### src/rtl/rop_addr_gen.sv
// rop_addr_gen: fragment-to-memory address generator for the ROP unit.
// Takes one fragment per handshake, registers it together with the DCR state
// in stage 1, then serializes the depth-stencil and/or color read beats (or a
// single null beat) onto one memory-request port.
// Optional feature macro: ROP_STENCIL_EN. When it is defined, the stencil
// enables contribute to need_z. When it is undefined, only depth_enable does.
module rop_addr_gen #(
    parameter int DIM_BITS   = 12,
    parameter int PITCH_BITS = 13,
    parameter int ADDR_BITS  = 25,
    parameter int TAG_WIDTH  = 8
) (
    input  logic                  clk,
    input  logic                  reset,

    input  logic                  frag_valid,
    output logic                  frag_ready,
    input  logic [DIM_BITS-1:0]   frag_pos_x,
    input  logic [DIM_BITS-1:0]   frag_pos_y,
    input  logic [TAG_WIDTH-1:0]  frag_tag,

    input  logic [ADDR_BITS-1:0]  cbuf_addr,
    input  logic [ADDR_BITS-1:0]  zbuf_addr,
    input  logic [PITCH_BITS-1:0] cbuf_pitch,
    input  logic [PITCH_BITS-1:0] zbuf_pitch,
    input  logic                  depth_enable,
    input  logic [1:0]            stencil_enable,
    input  logic                  blend_enable,

    output logic                  mem_req_valid,
    input  logic                  mem_req_ready,
    output logic [ADDR_BITS-1:0]  mem_req_addr,
    output logic                  mem_req_sel,
    output logic                  mem_req_rd,
    output logic                  mem_req_last,
    output logic [TAG_WIDTH-1:0]  mem_req_tag,

    output logic                  busy
);

    localparam int PROD_BITS = DIM_BITS + PITCH_BITS;

    typedef enum logic [1:0] {
        ST_IDLE,
        ST_ZREQ,
        ST_CREQ,
        ST_NULLREQ
    } state_t;

    // ------------------------------------------------------------------
    // DCR-derived request needs and row-offset products (input side)
    // ------------------------------------------------------------------
    logic                 w_need_z;
    logic                 w_need_c;
    logic [PROD_BITS-1:0] w_zprod;
    logic [PROD_BITS-1:0] w_cprod;

    // Decide which buffers this fragment must read.
    always_comb begin
`ifdef ROP_STENCIL_EN
        w_need_z = depth_enable | (|stencil_enable);
`else
        // The stencil port remains for compatibility; its contribution is masked off.
        w_need_z = depth_enable | ((|stencil_enable) & 1'b0);
`endif
        w_need_c = blend_enable;
    end

    // The full-width y*pitch products are formed before truncation to the address width.
    assign w_zprod = PROD_BITS'(frag_pos_y) * PROD_BITS'(zbuf_pitch);
    assign w_cprod = PROD_BITS'(frag_pos_y) * PROD_BITS'(cbuf_pitch);

    // ------------------------------------------------------------------
    // Stage 1 register
    // ------------------------------------------------------------------
    logic                 r_s1_valid;
    logic [DIM_BITS-1:0]  r_s1_pos_x;
    logic [TAG_WIDTH-1:0] r_s1_tag;
    logic                 r_s1_need_z;
    logic                 r_s1_need_c;
    logic [ADDR_BITS-1:0] r_s1_zbase;
    logic [ADDR_BITS-1:0] r_s1_cbase;
    logic [PROD_BITS-1:0] r_s1_zprod;
    logic [PROD_BITS-1:0] r_s1_cprod;

    logic                 w_s1_capture;
    logic                 w_load;
    logic [ADDR_BITS-1:0] w_s1_zaddr;
    logic [ADDR_BITS-1:0] w_s1_caddr;

    assign w_s1_capture = frag_valid & frag_ready;

    // Capture an accepted fragment and sample the DCRs. Clear stage 1 when the issue FSM takes it.
    always_ff @(posedge clk) begin
        if (reset) begin
            r_s1_valid  <= 1'b0;
            r_s1_pos_x  <= '0;
            r_s1_tag    <= '0;
            r_s1_need_z <= 1'b0;
            r_s1_need_c <= 1'b0;
            r_s1_zbase  <= '0;
            r_s1_cbase  <= '0;
            r_s1_zprod  <= '0;
            r_s1_cprod  <= '0;
        end else if (w_s1_capture) begin
            r_s1_valid  <= 1'b1;
            r_s1_pos_x  <= frag_pos_x;
            r_s1_tag    <= frag_tag;
            r_s1_need_z <= w_need_z;
            r_s1_need_c <= w_need_c;
            r_s1_zbase  <= zbuf_addr;
            r_s1_cbase  <= cbuf_addr;
            r_s1_zprod  <= w_zprod;
            r_s1_cprod  <= w_cprod;
        end else if (w_load) begin
            r_s1_valid  <= 1'b0;
        end
    end

    // Final byte addresses. These are 4 bytes per pixel and wrap modulo 2^ADDR_BITS.
    assign w_s1_zaddr = ADDR_BITS'(r_s1_zbase) + ADDR_BITS'(r_s1_zprod)
                      + ADDR_BITS'({r_s1_pos_x, 2'b00});
    assign w_s1_caddr = ADDR_BITS'(r_s1_cbase) + ADDR_BITS'(r_s1_cprod)
                      + ADDR_BITS'({r_s1_pos_x, 2'b00});

    // ------------------------------------------------------------------
    // Issue FSM
    // ------------------------------------------------------------------
    state_t               r_state;
    state_t               w_state_nxt;
    logic [ADDR_BITS-1:0] r_zaddr;
    logic [ADDR_BITS-1:0] r_caddr;
    logic [TAG_WIDTH-1:0] r_tag;
    logic                 r_need_c;
    logic                 w_done;

    // Issue state register.
    always_ff @(posedge clk) begin
        if (reset) begin
            r_state <= ST_IDLE;
        end else begin
            r_state <= w_state_nxt;
        end
    end

    // Latch the addresses and tag of the fragment that the FSM is loading from stage 1.
    always_ff @(posedge clk) begin
        if (reset) begin
            r_zaddr  <= '0;
            r_caddr  <= '0;
            r_tag    <= '0;
            r_need_c <= 1'b0;
        end else if (w_load) begin
            r_zaddr  <= w_s1_zaddr;
            r_caddr  <= w_s1_caddr;
            r_tag    <= r_s1_tag;
            r_need_c <= r_s1_need_c;
        end
    end

    // Compute the beat outputs for the current state, the next state, and the load/accept decisions.
    always_comb begin
        w_state_nxt   = r_state;
        w_done        = 1'b0;
        mem_req_valid = 1'b0;
        mem_req_addr  = '0;
        mem_req_sel   = 1'b0;
        mem_req_rd    = 1'b0;
        mem_req_last  = 1'b0;
        mem_req_tag   = '0;

        case (r_state)
            ST_ZREQ: begin
                mem_req_valid = 1'b1;
                mem_req_addr  = r_zaddr;
                mem_req_rd    = 1'b1;
                mem_req_last  = ~r_need_c;
                mem_req_tag   = r_tag;
                if (mem_req_ready) begin
                    if (r_need_c) begin
                        w_state_nxt = ST_CREQ;
                    end else begin
                        w_done = 1'b1;
                    end
                end
            end
            ST_CREQ: begin
                mem_req_valid = 1'b1;
                mem_req_addr  = r_caddr;
                mem_req_sel   = 1'b1;
                mem_req_rd    = 1'b1;
                mem_req_last  = 1'b1;
                mem_req_tag   = r_tag;
                if (mem_req_ready) begin
                    w_done = 1'b1;
                end
            end
            ST_NULLREQ: begin
                mem_req_valid = 1'b1;
                mem_req_addr  = r_zaddr;
                mem_req_last  = 1'b1;
                mem_req_tag   = r_tag;
                if (mem_req_ready) begin
                    w_done = 1'b1;
                end
            end
            default: begin
            end
        endcase

        // Loading on a last-beat handshake keeps back-to-back fragments bubble-free.
        w_load = r_s1_valid & ((r_state == ST_IDLE) | w_done);

        if (w_load) begin
            if (r_s1_need_z) begin
                w_state_nxt = ST_ZREQ;
            end else if (r_s1_need_c) begin
                w_state_nxt = ST_CREQ;
            end else begin
                w_state_nxt = ST_NULLREQ;
            end
        end else if (w_done) begin
            w_state_nxt = ST_IDLE;
        end

        frag_ready = ~r_s1_valid | w_load;
    end

    // A fragment is in flight while it is held in stage 1 or in the issue stage.
    assign busy = r_s1_valid | (r_state != ST_IDLE);

endmodule

### config.mk
export PLATFORM = sky130hd
export DESIGN_NAME = rop_addr_gen
export DESIGN_NICKNAME = d
export VERILOG_FILES = /design/src/rtl/rop_addr_gen.sv
export SDC_FILE = /design/constraint.sdc
export NUM_CORES = 1
export LEC_CHECK = 0
export BUFFER_PORTS_ARGS = -buffer_cell sky130_fd_sc_hd__buf_4
export CORE_MARGIN = 2
export CORE_UTILIZATION = 50
export DETAILED_ROUTE_END_ITERATION = 8
export PLACE_DENSITY = 0.66
export SETUP_SLACK_MARGIN = 0.4
export SLEW_MARGIN = 25
export SYNTH_ARGS = -nofsm -noshare
export SYNTH_HDL_FRONTEND = slang
export SYNTH_SLANG_ARGS = --single-unit
### constraint.sdc
create_clock -name clk -period 11.46 [get_ports clk]
set_input_delay 0.573 -clock clk [delete_from_list [all_inputs] [get_ports clk]]
set_output_delay 0.573 -clock clk [all_outputs]
set_load 0.005 [all_outputs]
---- After elaboration in Yosys (flattened, before gate mapping) ----
Index checks and enable logic that the tools add are counted.
W data, S select, Z words.
cells by class
  $add $sub $neg .......................... 4
  multiply operators ...................... 2
  eq/ne operators ......................... 3
  multiplexer cells ....................... 19
  bitwise logic cells ..................... 7
  reductions and logical operators ........ 11
operator list
  kind                  number
  $add A25 B14 Y25      2
  $add A25 B25 Y25      2
  $mul A12 B13 Y25      2
  $pmux W25 S2          1
  $mux W2               6
  $mux W1               9
  $reduce_bool A3 Y1    3
  $mux W8               1
  $reduce_or A2 Y1      3
  $eq A2 B2 Y1 const B  2
  $pmux W1 S2           2
  $reduce_bool A2 Y1    2
  $or A1 B1 Y1          3
  $reduce_and A3 Y1     1
  $reduce_or A3 Y1      1
  $and A1 B1 Y1         2
  $eq A2 B1 Y1 const B  1
  $logic_not A2 Y1      1
  $not A1 Y1            2
word-level totals
  register bits ........................... 184
  input port bits ......................... 116
  logic and storage cells ................. 60

---- Depth between registers and ports, before layout ----
Gate-level depths: netlist (run 1).
  word-level depth ........................ 8
  gate-level depth with buffers ........... 21
  gate-level depth less buffers ........... 19

---- Worst setup path after synthesis (run 1) ----
Ideal clock, no wire load.
  path kind ............................... input-to-reg
  start point ............................. in frag_pos_y[5]
  end point ............................... reg r_s1_zprod[21]
  library setup time ...................... 0.093 ns
  data arrival time ....................... 5.321 ns
  slack ................................... 6.046 ns
  cell stages on the path ................. 18
  buffers on the path ..................... 2
  cells stage by stage .................... clkbuf_1 clkbuf_1 nand2_1 fa_1 fa_1 inv_1 fa_1 fa_1 inv_1 fa_1 inv_1 ha_1 and3_4 and3_1 a311oi_2 nor3_1 a311o_1 o311ai_2
between the ends
  word-level cells in the longest chain between the ends .. 1
RTL lines
  element               RTL line  text
  from (decl)           19        input logic [DIM_BITS-1:0] frag_pos_y,
  $mul A12 B13 Y25      70        assign w_zprod = PROD_BITS'(frag_pos_y) * PROD_BITS'(zbuf_pitch);
  to (signal assigned)  113       r_s1_zprod <= w_zprod;
  to (decl)             83        logic [PROD_BITS-1:0] r_s1_zprod;
No other way between the ends.
A chain may end at the register's enable or synchronous reset.

---- Worst setup path after layout (run 1) ----
  start point ............................. in frag_pos_y[6]
  end point ............................... reg r_s1_zprod[23]
The elaborated chain is that of the path after synthesis.

==> impl_metrics.json, run 1 <==
{
  "ys_warn_count": 0,
  "clockBufferDepth": 2,
  "required_ns": 11.79,
  "cts_resized": 0,
  "powerDensity_nw_per_um2": 207,
  "gr-total-overflow": 0,
  "start_kind": "input port",
  "drt_iter0_markers": 930,
  "wirelength_um": 51900,
  "r2r_start": "r_state[0]",
  "final_antenna_net_count": 0,
  "crit_start": "frag_pos_y[6]",
  "crit_arrival_ns": 5.61,
  "rsz0062_at_grt": "no",
  "wl_per_cell_um": 17.0,
  "grt_max_degree": 82,
  "seqPwrFrac_pct": 17.6,
  "rrSetupSlack_ns": 7.61,
  "cts_sinks": 184,
  "critical_path_class": "input port to flop",
  "drc": 0,
  "die-area_um2": 42100,
  "synth_seq_cells": 184,
  "slowest_delay_ns": 0.56,
  "antenna_found_initial": 0,
  "cts-root-buf": "clkbuf_16",
  "async_flop_share_pct": 0,
  "r2r_cells": 11,
  "clk_pin_slew_ns": 0.07,
  "synthesis.area_um2": 20200,
  "finClkSkew_ns": 0.0115,
  "timing.critical_path.mode_cell": "fa_1",
  "hold_violations": 0,
  "postSynthCellCount": 2477,
  "p_clk_share_pct": 12.8,
  "finalCriticalPeriod_ns": 5.28,
  "timing.rr.end": "r_s1_cprod[24]",
  "vias": 16729,
  "maxCapViolCount": 0,
  "grt_usage_pct": 25.9,
  "ios": 155,
  "critical_path.cell_chain": "buf_4 -> nand2_1 -> fa_1 -> inv_1 -> fa_1 -> fa_1 -> fa_1 -> inv_1 -> fa_1 -> inv_1 -> ha_1 -> and3_4 -> and3_1 -> a311oi_2 -> a21oi_2 -> a41oi_1 -> xor2_1 -> o21ai_0",
  "swShare_pct": 48.6,
  "initial_utilization_pct": 50.8,
  "grt_pass1_wl_um": 87200,
  "cts_tree": "done",
  "synthFlopType": "dfxtp_1",
  "rows": 73,
  "post-cts-setup-buffers": 0,
  "ir_drop_v": 0.000180,
  "cts_buffers": 17,
  "dpl.hpwl_um": 40600,
  "leakagePower_nw": 10.7,
  "maxClockFrequency_mhz": 189,
  "preCtsSetupSlack_ns": 5.74,
  "syn_area_per_cell_um2": 8.17,
  "clk_latency_ns": 0.46,
  "synth_cell_type_count": 75,
  "fp.coreArea_um2": 39800,
  "fp.dieW_um": 205,
  "period_share_pct": 46.1,
  "hold_ws_ns": 0.366,
  "setup_viol": 0,
  "tightest_slew_ns": 0.862,
  "layout.nets": 3080,
  "pwr-share-comb_pct": 69.6,
  "relSlewSlack_pct": 41.6,
  "setup_ws_ns": 6.18,
  "ys_seq_area_share_pct": 18.2,
  "status": "complete, no violations",
  "synth-edff-count": 0,
  "synthesis.nets": 3040,
  "p_int_w": 0.00235,
  "slew_viol_final": 0,
  "die_y_um": 205,
  "cp-endpoint": "r_s1_zprod[23]",
  "area_delta_synth_final_pct": 9.35,
  "drive_gt1_share_pct": 8.58,
  "diodes": 0,
  "via_per_inst": 5.48,
  "place_congestion": 0.891,
  "crit_fanout": 26,
  "tns_ns": 0,
  "endpoint_kind": "flop",
  "hp-class": "input port to flop",
  "htreeDepth": 4,
  "io_buffers": 152,
  "hold_buffers": 0,
  "drtPass1Iterations": 6,
  "p_sw_w": 0.00223,
  "crit_path_top_delay_cell": "fa_1",
  "grt_pass1_vias": 17113
}
-- stage by stage --
| stage | power [W] | util (%) | cell area (µm²) | std cells |
|---|---|---|---|---|
| global placement | 0.00393 | 54.1 | 21600 | 3023 |
| finish | 0.00458 | 55.6 | 22100 | 3054 |
| CTS | 0.00459 | 55.6 | 22100 | 3054 |
| floorplan | 0.00319 | - | 20200 | 2477 |
| detailed placement | 0.00398 | 54.1 | 21600 | 3023 |
| global route | 0.00509 | 55.6 | 22100 | 3054 |
-- registers in the layout (all words and copies together) (netlist names) --
name and count:
r_need_c 1, r_s1_zprod 25, r_caddr 25, r_s1_cprod 25, r_s1_need_z 1, r_s1_pos_x 12, r_s1_tag 8, r_s1_zbase 25
r_s1_cbase 25, r_s1_valid 1, r_zaddr 25, r_s1_need_c 1, r_state 2, r_tag 8
-- cell families after synthesis --
kind of cell,share of synthesized area (%)
adder cells (fa/ha/maj),36.7
XOR/XNOR,2.64
flip-flops,18.2
buffers and inverters,8.74
AND/OR/NAND/NOR,19.1
AO/OA/AOI/OAI,14.3
multiplexers,0.260
-- cell type report --
cell class	instances	area (µm²)
well taps	525	657
inverters	317	1190
fillers	3760	17700
multi-input cells	1836	14800
clock buffers	22	464
flip-flops and latches	184	3680
clock inverters	9	115
repair buffers	161	1210
-- cells in the mapped netlist (all sizes together), types with 33 or more instances --
cell type  instances  area, µm²
nand2            500       1880
inv              317       1190
fa               246       4920
a21oi            213       1090
ha               201       2510
dfxtp            184       3680
and2             127        797
clkbuf            98        368
nor2              90        345
o21ai             86        438
buf               42        213
nand3             39        195
a21o              36        270
xor2              33        289
-- critical path, delay by kind of cell --
family,cells,cell delay [ns]
buf+inv,4,0.45
simple gates,3,0.54
xor+xnor,1,0.22
fa+ha+maj,6,2.88
compound gates,4,0.91
-- worst min path at each step --
stage | from | to | slack, ns | cells past startpoint
after floorplan | r_zaddr[24] | r_zaddr[24] | 0.42 | 2
after global placement | r_zaddr[14] | r_zaddr[14] | 0.44 | 2
after detailed placement | r_tag[2] | r_tag[2] | 0.44 | 2
after CTS | frag_pos_x[1] | r_s1_pos_x[1] | 0.34 | 3
after global routing | frag_tag[5] | r_s1_tag[5] | 0.35 | 3
final | frag_tag[1] | r_s1_tag[1] | 0.37 | 3
-- cells in the final DEF (no fill, tap or decap), drive strengths merged, types with 4 or more instances in the layout --
| cell type | instances |
|---|---|
| a211oi | 22 |
| a21boi | 5 |
| a21o | 36 |
| a21oi | 213 |
| a221oi | 4 |
| a22oi | 25 |
| a311oi | 6 |
| a31oi | 14 |
| and2 | 127 |
| and3 | 11 |
| and4 | 6 |
| buf | 161 |
| clkbuf | 22 |
| dfxtp | 184 |
| fa | 246 |
| ha | 201 |
| inv | 320 |
| nand2 | 500 |
| nand2b | 6 |
| nand3 | 39 |
| nand4 | 19 |
| nor2 | 90 |
| nor2b | 17 |
| nor3 | 19 |
| o21a | 9 |
| o21ai | 86 |
| o21bai | 8 |
| o22ai | 4 |
| o311ai | 6 |
| o31ai | 7 |
| or3 | 4 |
| or4 | 7 |
| xnor2 | 28 |
| xor2 | 33 |
-- power by group through the flow --
stage | sequential, W | combinational, W | clock [W]
5_1_grt | 0.000815 | 0.00365 | 0.000626
2_1_floorplan | 0.000784 | 0.00241 | 0
4_1_cts | 0.000804 | 0.00319 | 0.000599
3_5_place_dp | 0.000819 | 0.00316 | 0
6_report | 0.000805 | 0.00319 | 0.000588
3_3_place_gp | 0.000816 | 0.00312 | 0
-- layer usage --
| metal | GRT usage (%) | vias up | part of all wire [%] |
|---|---|---|---|
| li1 | - | 8095 | - |
| met1 | 35.4 | 8136 | 46 |
| met2 | 43.8 | 425 | 47 |
| met3 | 2.34 | 73 | 4.3 |
| met4 | 7.86 | 0 | 2.3 |
| met5 | 0 | - | 0 |
Power figures use the tool's default switching activity.
==> inputs of run 2 (changes only) <==
--- a/config.mk
+++ b/config.mk
@@ -5,6 +5,7 @@
 export SDC_FILE = /design/constraint.sdc
 export NUM_CORES = 1
 export LEC_CHECK = 0
+export ABC_AREA = 1
 export BUFFER_PORTS_ARGS = -buffer_cell sky130_fd_sc_hd__buf_4
 export CORE_MARGIN = 2
 export CORE_UTILIZATION = 50
==> constraint.sdc (replaced) <==
create_clock -name clk -period 5.1 [get_ports clk]
set_input_delay 0.255 -clock clk [delete_from_list [all_inputs] [get_ports clk]]
set_output_delay 0.255 -clock clk [all_outputs]
set_load 0.005 [all_outputs]
==> impl_metrics.json, run 2 <==
{
  "die_y_um": 215,
  "crit_arrival_ns": 4.73,
  "tns_ns": 0,
  "via_per_inst": 4.98,
  "required_ns": 5.45,
  "maxClockFrequency_mhz": 228,
  "n_fill_cell": 4496,
  "synth_top_cell_area_share_pct": 22.0,
  "synth_seq_cells": 184,
  "synthFlopType": "dfxtp_1",
  "async_flop_share_pct": 0,
  "cts_tree": "done",
  "crit_fanout": 26,
  "fp.dieW_um": 215,
  "fin_area_um2": 24200,
  "cts_buffers": 17,
  "multi_input_comb_area_um2": 15200,
  "endpoint_kind": "flop",
  "drtPass1Iterations": 6,
  "power.total_w": 0.0115,
  "finalCriticalPeriod_ns": 4.38,
  "start_kind": "input port",
  "antenna_found_initial": 0,
  "rsz0062_at_grt": "no",
  "synthesis.nets": 3896,
  "grt_pass1_vias": 19791,
  "final_antenna_net_count": 0,
  "leakagePower_nw": 14.0,
  "tightest_slew_ns": 0.903,
  "place_congestion": 1.01,
  "wirelength_um": 58200,
  "critical_path_class": "input port to flop",
  "period_share_pct": 85.9,
  "wl_per_cell_um": 14.6,
  "final_cell_mix": "nand2_1 (931), inv_1 (726), nor2_1 (415)",
  "drt_iter0_markers": 1166,
  "synth_cell_type_count": 33,
  "postSynthCellCount": 3333,
  "ys_seq_area_share_pct": 16.5,
  "maxCapViolCount": 0,
  "synthesis.area_um2": 22300,
  "fp.coreArea_um2": 44100,
  "regArea_um2": 3680,
  "grt_usage_pct": 25.9,
  "cts_sinks": 184,
  "diodes": 0,
  "die-area_um2": 46400,
  "io_buffers": 152,
  "ios": 155,
  "syn_area_per_cell_um2": 6.70,
  "htreeDepth": 4,
  "status": "complete, no violations",
  "final_util_pct": 54.9,
  "slew_viol_final": 0,
  "hp-class": "input port to flop",
  "finClkSkew_ns": 0.0121,
  "hold_violations": 0,
  "layout.nets": 3945,
  "grt_pass1_wl_um": 97300,
  "drc": 0,
  "clockBufferDepth": 2,
  "ys_warn_count": 0,
  "synthTopCellsByArea": "fa_1 (22%), dfxtp_1 (16%), nand2_1 (16%), inv_1 (12%), ha_1 (11%)",
  "synth-edff-count": 0,
  "vias": 19842,
  "synth_top_area_cell": "fa_1",
  "dpl_cell_area_um2": 23600,
  "synth_commonest_cells": "nand2_1 (931), inv_1 (727), nor2_1 (415)",
  "initial_utilization_pct": 50.6,
  "cts-root-buf": "clkbuf_16",
  "final_common_cell": "nand2_1",
  "ir_drop_v": 0.000306,
  "setup_viol": 0,
  "synth_most_common_cell": "nand2_1",
  "dpl.hpwl_um": 47000,
  "area_delta_synth_final_pct": 8.53,
  "drive_gt1_share_pct": 6.13,
  "gr-total-overflow": 0,
  "relSlewSlack_pct": 39.7,
  "powerDensity_nw_per_um2": 473,
  "hold_buffers": 0,
  "rows": 77,
  "clk_pin_slew_ns": 0.07,
  "grt_max_degree": 96,
  "clk_latency_ns": 0.45
}
[run 2: layout make-up]
| type | count | share of cell area, % |
|---|---|---|
| Timing Repair Buffer | 161 | 5.08 |
| Inverter | 731 | 11.4 |
| Multi-Input combinational cell | 2287 | 62.9 |
| Sequential cell | 184 | 15.2 |
| Tap cell | 592 | 3.06 |
| Clock inverter | 13 | 0.599 |
| Clock buffer | 19 | 1.83 |
[run 2: stage by stage]
step	setup slack (ns)	instances	hold slack, ns
5_1_grt	0.438	3987	0.0735
4_1_cts	0.690	3986	0.0376
6_report	0.719	3987	0.0576
2_1_floorplan	0.466	3333	0.415
3_3_place_gp	0.302	3954	0.445
3_5_place_dp	0.226	3954	0.456
[run 2: final timing paths]
check,startpoint,endpoint,slack [ns],depth (start not counted)
hold / removal,cbuf_addr[20],r_s1_cbase[20],0.06,3
setup / recovery,frag_pos_y[7],r_s1_cprod[24],0.72,22
hold reg to reg,r_tag[5],r_tag[5],0.47,2
setup reg to reg,r_state[0],r_s1_zprod[16],2.12,13
[run 2: repair_timing]
item                                    4_1_cts  5_1_grt
endpoints found under the setup margin        0        1
buffers inserted                              0        0
resized for setup                             0        2
[run 2: power by group]
group / switching [W] / internal, W / total (W)
Combinational: 0.00527 / 0.00302 / 0.00829
Clock: 0.000587 / 0.000740 / 0.00133
Sequential: 0.000186 / 0.00167 / 0.00186
Total: 0.00605 / 0.00543 / 0.0115
[run 2: cells by family after synthesis]
| kind of cell | Yosys count | share of synthesized area, % |
|---|---|---|
| fa+ha+maj | 447 | 33.3 |
| flops | 184 | 16.5 |
| buf+inv | 862 | 15.3 |
| compound gates | 276 | 6.50 |
| xor+xnor | 36 | 1.41 |
| simple gates | 1528 | 27.0 |
[run 2: layer usage]
metal / part of all wire [%] / global-route usage, %
met1: 47 / 35.1
met2: 47 / 44.0
met3: 4.2 / 2.10
met4: 2.7 / 8.25
met5: 0 / 0
[run 2: critical path, stage by stage]
cell and delay, ns:
buf_4 0.23, nand2_1 0.12, inv_1 0.06, fa_1 0.49, inv_1 0.05, fa_1 0.54
inv_1 0.05, fa_1 0.45, fa_1 0.49, inv_1 0.05, fa_1 0.50, inv_1 0.05
ha_1 0.41, nand2_1 0.12, nor2_1 0.21, inv_1 0.08, nor2_1 0.09, nand3_1 0.10
nand4_1 0.11, nand3_1 0.13, nand2_1 0.10, inv_1 0.04
